<file path="config.mk">
export PLATFORM = sky130hd
export DESIGN_NAME = apb_mem_slave_ws
export DESIGN_NICKNAME = d
export VERILOG_FILES = /design/src/rtl/apb_pkg.sv /design/src/rtl/apb_wait_ctr.sv /design/src/rtl/apb_mem_slave_ws.sv
export SDC_FILE = /design/constraint.sdc
export NUM_CORES = 1
export LEC_CHECK = 0
export ABC_AREA = 1
export BUFFER_PORTS_ARGS = -buffer_cell sky130_fd_sc_hd__clkbuf_2
export CORE_MARGIN = 3
export CORE_UTILIZATION = 35
export CTS_CLUSTER_SIZE = 25
export DETAILED_ROUTE_END_ITERATION = 6
export GPL_TIMING_DRIVEN = 0
export PLACE_DENSITY_LB_ADDON = 0.15
export SLEW_MARGIN = 20
export SYNTH_ARGS = -nofsm -noshare
export SYNTH_HDL_FRONTEND = slang
export SYNTH_SLANG_ARGS = --single-unit
</file>
<file path="constraint.sdc">
create_clock -name clk -period 2.05 [get_ports clk]
set_clock_uncertainty 0.1 [all_clocks]
set_input_delay 0.1025 -clock clk [delete_from_list [all_inputs] [get_ports clk]]
set_output_delay 0.1025 -clock clk [all_outputs]
set_load 0.01 [all_outputs]
</file>
<file path="src/rtl/apb_pkg.sv">
// Shared APB-side types and helpers for the memory slave and the master side.
//   apb_state_e : slave FSM state encoding
//   STRB_W      : wait-counter width (covers 0..15 wait cycles)
//   f_addr_err  : out-of-range / misaligned byte-address detection
//   f_max       : constant-friendly maximum of two values
package apb_pkg;

  localparam int unsigned STRB_W = 4;

  typedef enum logic [1:0] {
    ST_IDLE   = 2'd0,
    ST_ACCESS = 2'd1,
    ST_RDCAP  = 2'd2
  } apb_state_e;

  // Evaluated at 64 bits so any ADDR_WIDTH up to 64 fits without overflow of base+size.
  function automatic logic f_addr_err(input logic [63:0] addr,
                                      input logic [63:0] base,
                                      input logic [63:0] words,
                                      input logic [63:0] bytes);
    logic [63:0] lim;
    logic        misal;
    lim   = base + (words * bytes);
    // Byte-wide data has no alignment constraint.
    misal = (bytes > 64'd1) && ((addr & (bytes - 64'd1)) != 64'd0);
    return (addr < base) || (addr >= lim) || misal;
  endfunction

  function automatic int unsigned f_max(input int unsigned a, input int unsigned b);
    return (a > b) ? a : b;
  endfunction

endpackage

</file>
<file path="src/rtl/apb_wait_ctr.sv">
// Loadable down-counter used to time APB access phases.
//   clk, rst_n    : clock, async active-low reset
//   i_load        : load i_load_val (has priority over i_dec)
//   i_dec         : decrement by one, saturating at zero
//   i_load_val    : value to load
//   o_zero        : registered flag, counter is zero
//   o_zero_nxt_c  : combinational flag, counter will be zero after this edge
module apb_wait_ctr
  import apb_pkg::*;
(
  input  logic              clk,
  input  logic              rst_n,
  input  logic              i_load,
  input  logic              i_dec,
  input  logic [STRB_W-1:0] i_load_val,
  output logic              o_zero,
  output logic              o_zero_nxt_c
);

  logic [STRB_W-1:0] r_cnt;
  logic [STRB_W-1:0] w_cnt_nxt;
  logic              r_zero;

  // Next count: load wins, decrement saturates at zero.
  always_comb begin
    w_cnt_nxt = r_cnt;
    if (i_load) begin
      w_cnt_nxt = i_load_val;
    end else if (i_dec && (r_cnt != '0)) begin
      w_cnt_nxt = r_cnt - STRB_W'(1);
    end
  end

  assign o_zero_nxt_c = (w_cnt_nxt == '0);
  assign o_zero       = r_zero;

  always_ff @(posedge clk or negedge rst_n) begin
    if (!rst_n) begin
      r_cnt  <= '0;
      r_zero <= 1'b1;
    end else begin
      r_cnt  <= w_cnt_nxt;
      r_zero <= (w_cnt_nxt == '0);
    end
  end

endmodule

</file>
<file path="src/rtl/apb_mem_slave_ws.sv">
// APB slave terminating transfers into a synchronous single-port memory,
// with programmable wait states, memory read latency and slverr reporting.
//   clk, rst_n          : clock, async active-low reset
//   i_sel/i_enable      : APB select / access phase
//   i_write, i_strobe   : direction and write byte lanes
//   i_addr, i_wdata     : byte address, write data
//   o_ready, o_slverr   : transfer complete, error response (only with ready)
//   o_rdata             : captured read data
//   o_mem_wr/o_mem_rd   : one-cycle memory strobes
//   o_mem_be            : byte enables
//   o_mem_address       : word address relative to BASE_ADDR
//   o_mem_data_in       : memory write data
//   i_mem_data_out      : memory read data, valid RD_LAT cycles after o_mem_rd
module apb_mem_slave_ws
  import apb_pkg::*;
#(
  parameter int unsigned           ADDR_WIDTH  = 32,
  parameter int unsigned           DATA_WIDTH  = 32,
  parameter int unsigned           MEM_WORDS   = 256,
  parameter logic [ADDR_WIDTH-1:0] BASE_ADDR   = '0,
  parameter int unsigned           WAIT_STATES = 0,
  parameter int unsigned           RD_LAT      = 1
) (
  input  logic                         clk,
  input  logic                         rst_n,
  input  logic                         i_sel,
  input  logic                         i_enable,
  input  logic                         i_write,
  input  logic [DATA_WIDTH/8-1:0]      i_strobe,
  input  logic [ADDR_WIDTH-1:0]        i_addr,
  input  logic [DATA_WIDTH-1:0]        i_wdata,
  output logic                         o_ready,
  output logic                         o_slverr,
  output logic [DATA_WIDTH-1:0]        o_rdata,
  output logic                         o_mem_wr,
  output logic                         o_mem_rd,
  output logic [DATA_WIDTH/8-1:0]      o_mem_be,
  output logic [$clog2(MEM_WORDS)-1:0] o_mem_address,
  output logic [DATA_WIDTH-1:0]        o_mem_data_in,
  input  logic [DATA_WIDTH-1:0]        i_mem_data_out
);

  localparam int unsigned BYTES = DATA_WIDTH / 8;
  localparam int unsigned LSB   = $clog2(BYTES);
  localparam int unsigned AW    = $clog2(MEM_WORDS);
  localparam int unsigned CAP_W = 3;
  // Reads wait at least until the captured data has landed in o_rdata.
  localparam int unsigned RD_N  = f_max(WAIT_STATES, RD_LAT + 1);

  apb_state_e          r_state;
  apb_state_e          w_state_nxt;
  logic                w_start;
  logic                w_dec;
  logic                w_err;
  logic                w_err_nxt;
  logic                w_zero;
  logic                w_zero_nxt;
  logic                w_ready_nxt;
  logic [STRB_W-1:0]   w_load_val;
  logic [ADDR_WIDTH-1:0] w_off;
  logic [AW-1:0]       w_word;

  logic                r_err;
  logic                r_ready;
  logic                r_slverr;
  logic [DATA_WIDTH-1:0] r_rdata;
  logic                r_mem_wr;
  logic                r_mem_rd;
  logic [BYTES-1:0]    r_mem_be;
  logic [AW-1:0]       r_mem_address;
  logic [DATA_WIDTH-1:0] r_mem_data_in;
  logic                r_cap_pend;
  logic [CAP_W-1:0]    r_cap_cnt;

  // Setup-cycle decode: error flag, word address and access length.
  assign w_err      = f_addr_err(64'(i_addr), 64'(BASE_ADDR), 64'(MEM_WORDS), 64'(BYTES));
  assign w_off      = i_addr - BASE_ADDR;
  assign w_word     = AW'(w_off >> LSB);
  assign w_load_val = w_err ? '0 : (i_write ? STRB_W'(WAIT_STATES) : STRB_W'(RD_N));

  apb_wait_ctr u_wait_ctr (
    .clk          (clk),
    .rst_n        (rst_n),
    .i_load       (w_start),
    .i_dec        (w_dec),
    .i_load_val   (w_load_val),
    .o_zero       (w_zero),
    .o_zero_nxt_c (w_zero_nxt)
  );

  // FSM state register.
  always_ff @(posedge clk or negedge rst_n) begin
    if (!rst_n) begin
      r_state <= ST_IDLE;
    end else begin
      r_state <= w_state_nxt;
    end
  end

  // Next state; setup with enable already high is a protocol violation and ignored.
  always_comb begin
    w_state_nxt = r_state;
    w_start     = 1'b0;
    w_dec       = 1'b0;
    case (r_state)
      ST_IDLE: begin
        if (i_sel && !i_enable) begin
          w_start     = 1'b1;
          w_state_nxt = ST_ACCESS;
        end
      end
      ST_ACCESS: begin
        if (!i_sel || w_zero) begin
          w_state_nxt = ST_IDLE;
        end else begin
          w_dec = 1'b1;
        end
      end
      default: w_state_nxt = ST_IDLE;
    endcase
  end

  // Ready/slverr registered from next state so they line up with the zero count.
  assign w_ready_nxt = (w_state_nxt == ST_ACCESS) && w_zero_nxt;
  assign w_err_nxt   = w_start ? w_err : r_err;

  // Datapath: memory request, error latch and read-data capture.
  always_ff @(posedge clk or negedge rst_n) begin
    if (!rst_n) begin
      r_err         <= 1'b0;
      r_ready       <= 1'b0;
      r_slverr      <= 1'b0;
      r_rdata       <= '0;
      r_mem_wr      <= 1'b0;
      r_mem_rd      <= 1'b0;
      r_mem_be      <= '0;
      r_mem_address <= '0;
      r_mem_data_in <= '0;
      r_cap_pend    <= 1'b0;
      r_cap_cnt     <= '0;
    end else begin
      r_ready  <= w_ready_nxt;
      r_slverr <= w_ready_nxt && w_err_nxt;
      r_mem_wr <= 1'b0;
      r_mem_rd <= 1'b0;
      if (w_start) begin
        r_err      <= w_err;
        r_cap_pend <= !i_write && !w_err;
        r_cap_cnt  <= CAP_W'(RD_LAT);
        if (!w_err) begin
          r_mem_wr      <= i_write;
          r_mem_rd      <= !i_write;
          r_mem_address <= w_word;
          r_mem_be      <= i_write ? i_strobe : '1;
          r_mem_data_in <= i_wdata;
        end else if (!i_write) begin
          r_rdata <= '0;
        end
      end else if ((r_state == ST_ACCESS) && r_cap_pend) begin
        // Count RD_LAT access cycles after the strobe, then sample memory.
        if (r_cap_cnt == '0) begin
          r_rdata    <= i_mem_data_out;
          r_cap_pend <= 1'b0;
        end else begin
          r_cap_cnt <= r_cap_cnt - CAP_W'(1);
        end
      end
    end
  end

  assign o_ready       = r_ready;
  assign o_slverr      = r_slverr;
  assign o_rdata       = r_rdata;
  assign o_mem_wr      = r_mem_wr;
  assign o_mem_rd      = r_mem_rd;
  assign o_mem_be      = r_mem_be;
  assign o_mem_address = r_mem_address;
  assign o_mem_data_in = r_mem_data_in;

endmodule

</file>
==> impl_metrics.toml <==
[die]
num_rows = 37
fp.dieH_um = 110.3
core_area_um2 = 10460
ioPinCount = 185
initial_core_util = 0.3640
die_x_um = 110.3
die_area_um2 = 12170

[drt]
num_vias = 3724
firstDrtPassIters = 4
drt-total-wl_um = 10670
routedWlPerCell_um = 12.41
drcViolationCount = 0
drt-vias-per-instance = 4.330
first_iter_violations = 175
final_antenna_net_count = 0

[cells_and_area]
fillers = 943
area_delta_synth_final_pct = 55.85
mostFrequentLayoutCell = "nand2_1"
multi_input_area_um2 = 1194
register_area_um2 = 2303
post-route-cell-area_um2 = 5936
nNetsFinal = 827
layout_common_cells = "nand2_1, clkbuf_2, dfrtp_1, dlygate4sd3_1, inv_1"
fin_util = 0.5673
drive_gt1_frac = 0.2997
diodes = 0
instances_no_fill = 860

[worst_setup_path]
path_max_fanout = 10
worstPathCellList = "nor2_2 -> nand3_4 -> inv_2 -> nand2_1 -> nor2_2 -> inv_2 -> o211ai_4 -> buf_6 -> nand2_1 -> o21ai_1"
worstSetupEndpointType = "flip-flop"
slowest_stage = "dfrtp_1"
start_kind = "flip-flop"
slowest_delay_ns = 0.39
crit_buf_inv = 3
crit_family = "simple AND/OR/NAND/NOR gates"
required_ns = 2.23
path_class = "flip-flop to flip-flop"
cp.arrival_ns = 1.98

[synth]
synthCells = 446
synth_warnings = 0
synth_top_family_by_area = "simple AND/OR/NAND/NOR gates"
synth_edf_count = 0
synth-xor-area-share = 0
synth_area_um2 = 3809
synth_compound_area_frac = 0.06669
synth.area.top_cells = "dfrtp_1, nand2_1, inv_1"
synthMuxAreaShare = 0
synth_cell_types = 19
netlist.area_leader.share = 0.5979
synthesis.nets = 554
synthSimpleGateAreaFrac = 0.2339
synthFlopType = "dfrtp_1"
avgSynthCellArea_um2 = 8.540
yosysTopAreaCell = "dfrtp_1"
synth_seq_cells = 92
seq_area_frac_synth = 0.6048
synth_fa_ha_area_frac = 0.009855
async_reset_ff_frac = 1.000

[pwr]
powerDensity_nw_per_um2 = 606.9
p_total_mw = 3.602
ir_drop_v = 0.0003201
p_leak_nw = 3.506

[global_route]
grt.overflow.total = 0
antenna_found_initial = 0
first_global_vias = 3677
grt_usage = 0.1762
grt_max_degree = 64
grt_pass1_wl_um = 16850

[clock_network]
numCtsBuffers = 9
htreeDepth = 3
clock_latency_ns = 0.35
post-cts-setup-buffers = 0
cts_buffer_depth = 2
cts_tree = "done"
clk_pin_slew_worst_paths_ns = 0.10
clock_sinks = 92
root_buffer = "clkbuf_8"

[placed_design]
gp_congestion = 0.7680
numPlacedInstances = 767
placed_area_um2 = 4936
portBuffers = 184
hpwl_um = 7332

[outcome]
status = "finished, final reports clean"

[sta]
fin_crit_ns = 1.802
hold_violations = 0
timing.final.crit_share = 0.8790
report.final.slew_viol_count = 0
max_freq_ghz = 0.5550
rsz0062_at_grt = "no"
setup_viol = 0

[job]
drv_cap = 0

[min_path]
min_path_type = "input port to flip-flop"
==> worst register-to-register path, stage by stage (launching register included) <==
cell	delay [ns]
dfrtp_1	0.39
nor2_2	0.15
nand3_4	0.16
inv_2	0.14
nand2_1	0.07
nor2_2	0.15
inv_2	0.11
o211ai_4	0.15
buf_6	0.19
nand2_1	0.05
o21ai_1	0.08
==> repair_timing <==
action                     in CTS  in global routing
resized for setup               0                  2
setup endpoints to repair       0                  3
hold buffers                   77                  0
hold endpoints to repair      168                  0
==> per-layer routing <==
| metal | wire [um] | global-route usage | vias to the layer above |
|---|---|---|---|
| li1 | - | - | 1885 |
| met1 | 4516 | 0.2184 | 1682 |
| met2 | 4969 | 0.2864 | 139 |
| met3 | 972 | 0.06057 | 18 |
| met4 | 215 | 0.06245 | 0 |
| met5 | 0 | 0 | - |
==> power by group <==
group | switching, mW | internal [mW] | total (mW)
Sequential | 0.0109 | 1.84 | 1.85
Clock | 0.658 | 0.699 | 1.36
Combinational | 0.175 | 0.222 | 0.397
Total | 0.844 | 2.76 | 3.60
==> worst paths after layout <==
check                      slack [ns]                       endpoint  depth (start not counted)                          start
setup / recovery                 0.25         o_rdata[5]$_DFFE_PN0P_                         10           r_state[0]$_DFF_PN0_
hold / removal                   0.05             o_mem_rd$_DFF_PN0_                          4                        i_write
setup reg to reg                 0.25         o_rdata[5]$_DFFE_PN0P_                         10           r_state[0]$_DFF_PN0_
min in group asynchronous        0.11  u_wait_ctr.r_cnt[1]$_DFF_PN0_                          2                          rst_n
hold reg to reg                  0.37  o_mem_data_in[23]$_DFFE_PN0P_                          2  o_mem_data_in[23]$_DFFE_PN0P_
max in group asynchronous        1.16        o_rdata[14]$_DFFE_PN0P_                          3                          rst_n
==> cells in the mapped netlist (2+ instances only) <==
| master | number |
|---|---|
| nand2_1 | 185 |
| nand3_1 | 10 |
| nor2_2 | 2 |
| buf_4 | 5 |
| inv_2 | 2 |
| dfrtp_1 | 91 |
| inv_1 | 57 |
| o21ai_0 | 17 |
| clkbuf_1 | 7 |
| ha_1 | 3 |
| buf_6 | 3 |
| o21ai_1 | 20 |
| o22ai_1 | 2 |
| a21oi_1 | 7 |
| nor2_1 | 31 |
==> area by class of cell <==
class,count,share of cell area
sequential,92,0.3881
timing repair buffer,262,0.2911
multi-input combinational,280,0.2011
inverter,59,0.03731
tap,136,0.02867
clock buffer,10,0.02150
buffer,15,0.01644
clock inverter,6,0.01581
==> metrics by stage <==
stage	setup WS [ns]	TNS, ns	hold WS, ns
2_1_floorplan	0.4534	0	-0.2931
3_3_place_gp	-0.4020	-36.03	0.2035
3_5_place_dp	0.1216	0	-0.08244
4_1_cts	0.1052	0	0.01482
5_1_grt	0.04620	0	0.07224
6_report	0.2481	0	0.04528
==> flip-flops by register name (all words and copies together), names as in the netlist, 2 cells and up <==
name,flops
r_state,2
o_mem_data_in,32
o_mem_address,8
r_cap_cnt,3
o_rdata,32
o_mem_be,4
u_wait_ctr.r_cnt,4
==> cell families (layout without fill, tap and decap cells) <==
kind of cell             Yosys count  in the layout
AO/OA/AOI/OAI                     47             47
adder cells (fa/ha/maj)            3              3
buffers and inverters             74            352
flip-flops                        92             92
other                              1              1
AND/OR/NAND/NOR                  229            229
(Power assumes the default switching activity.)
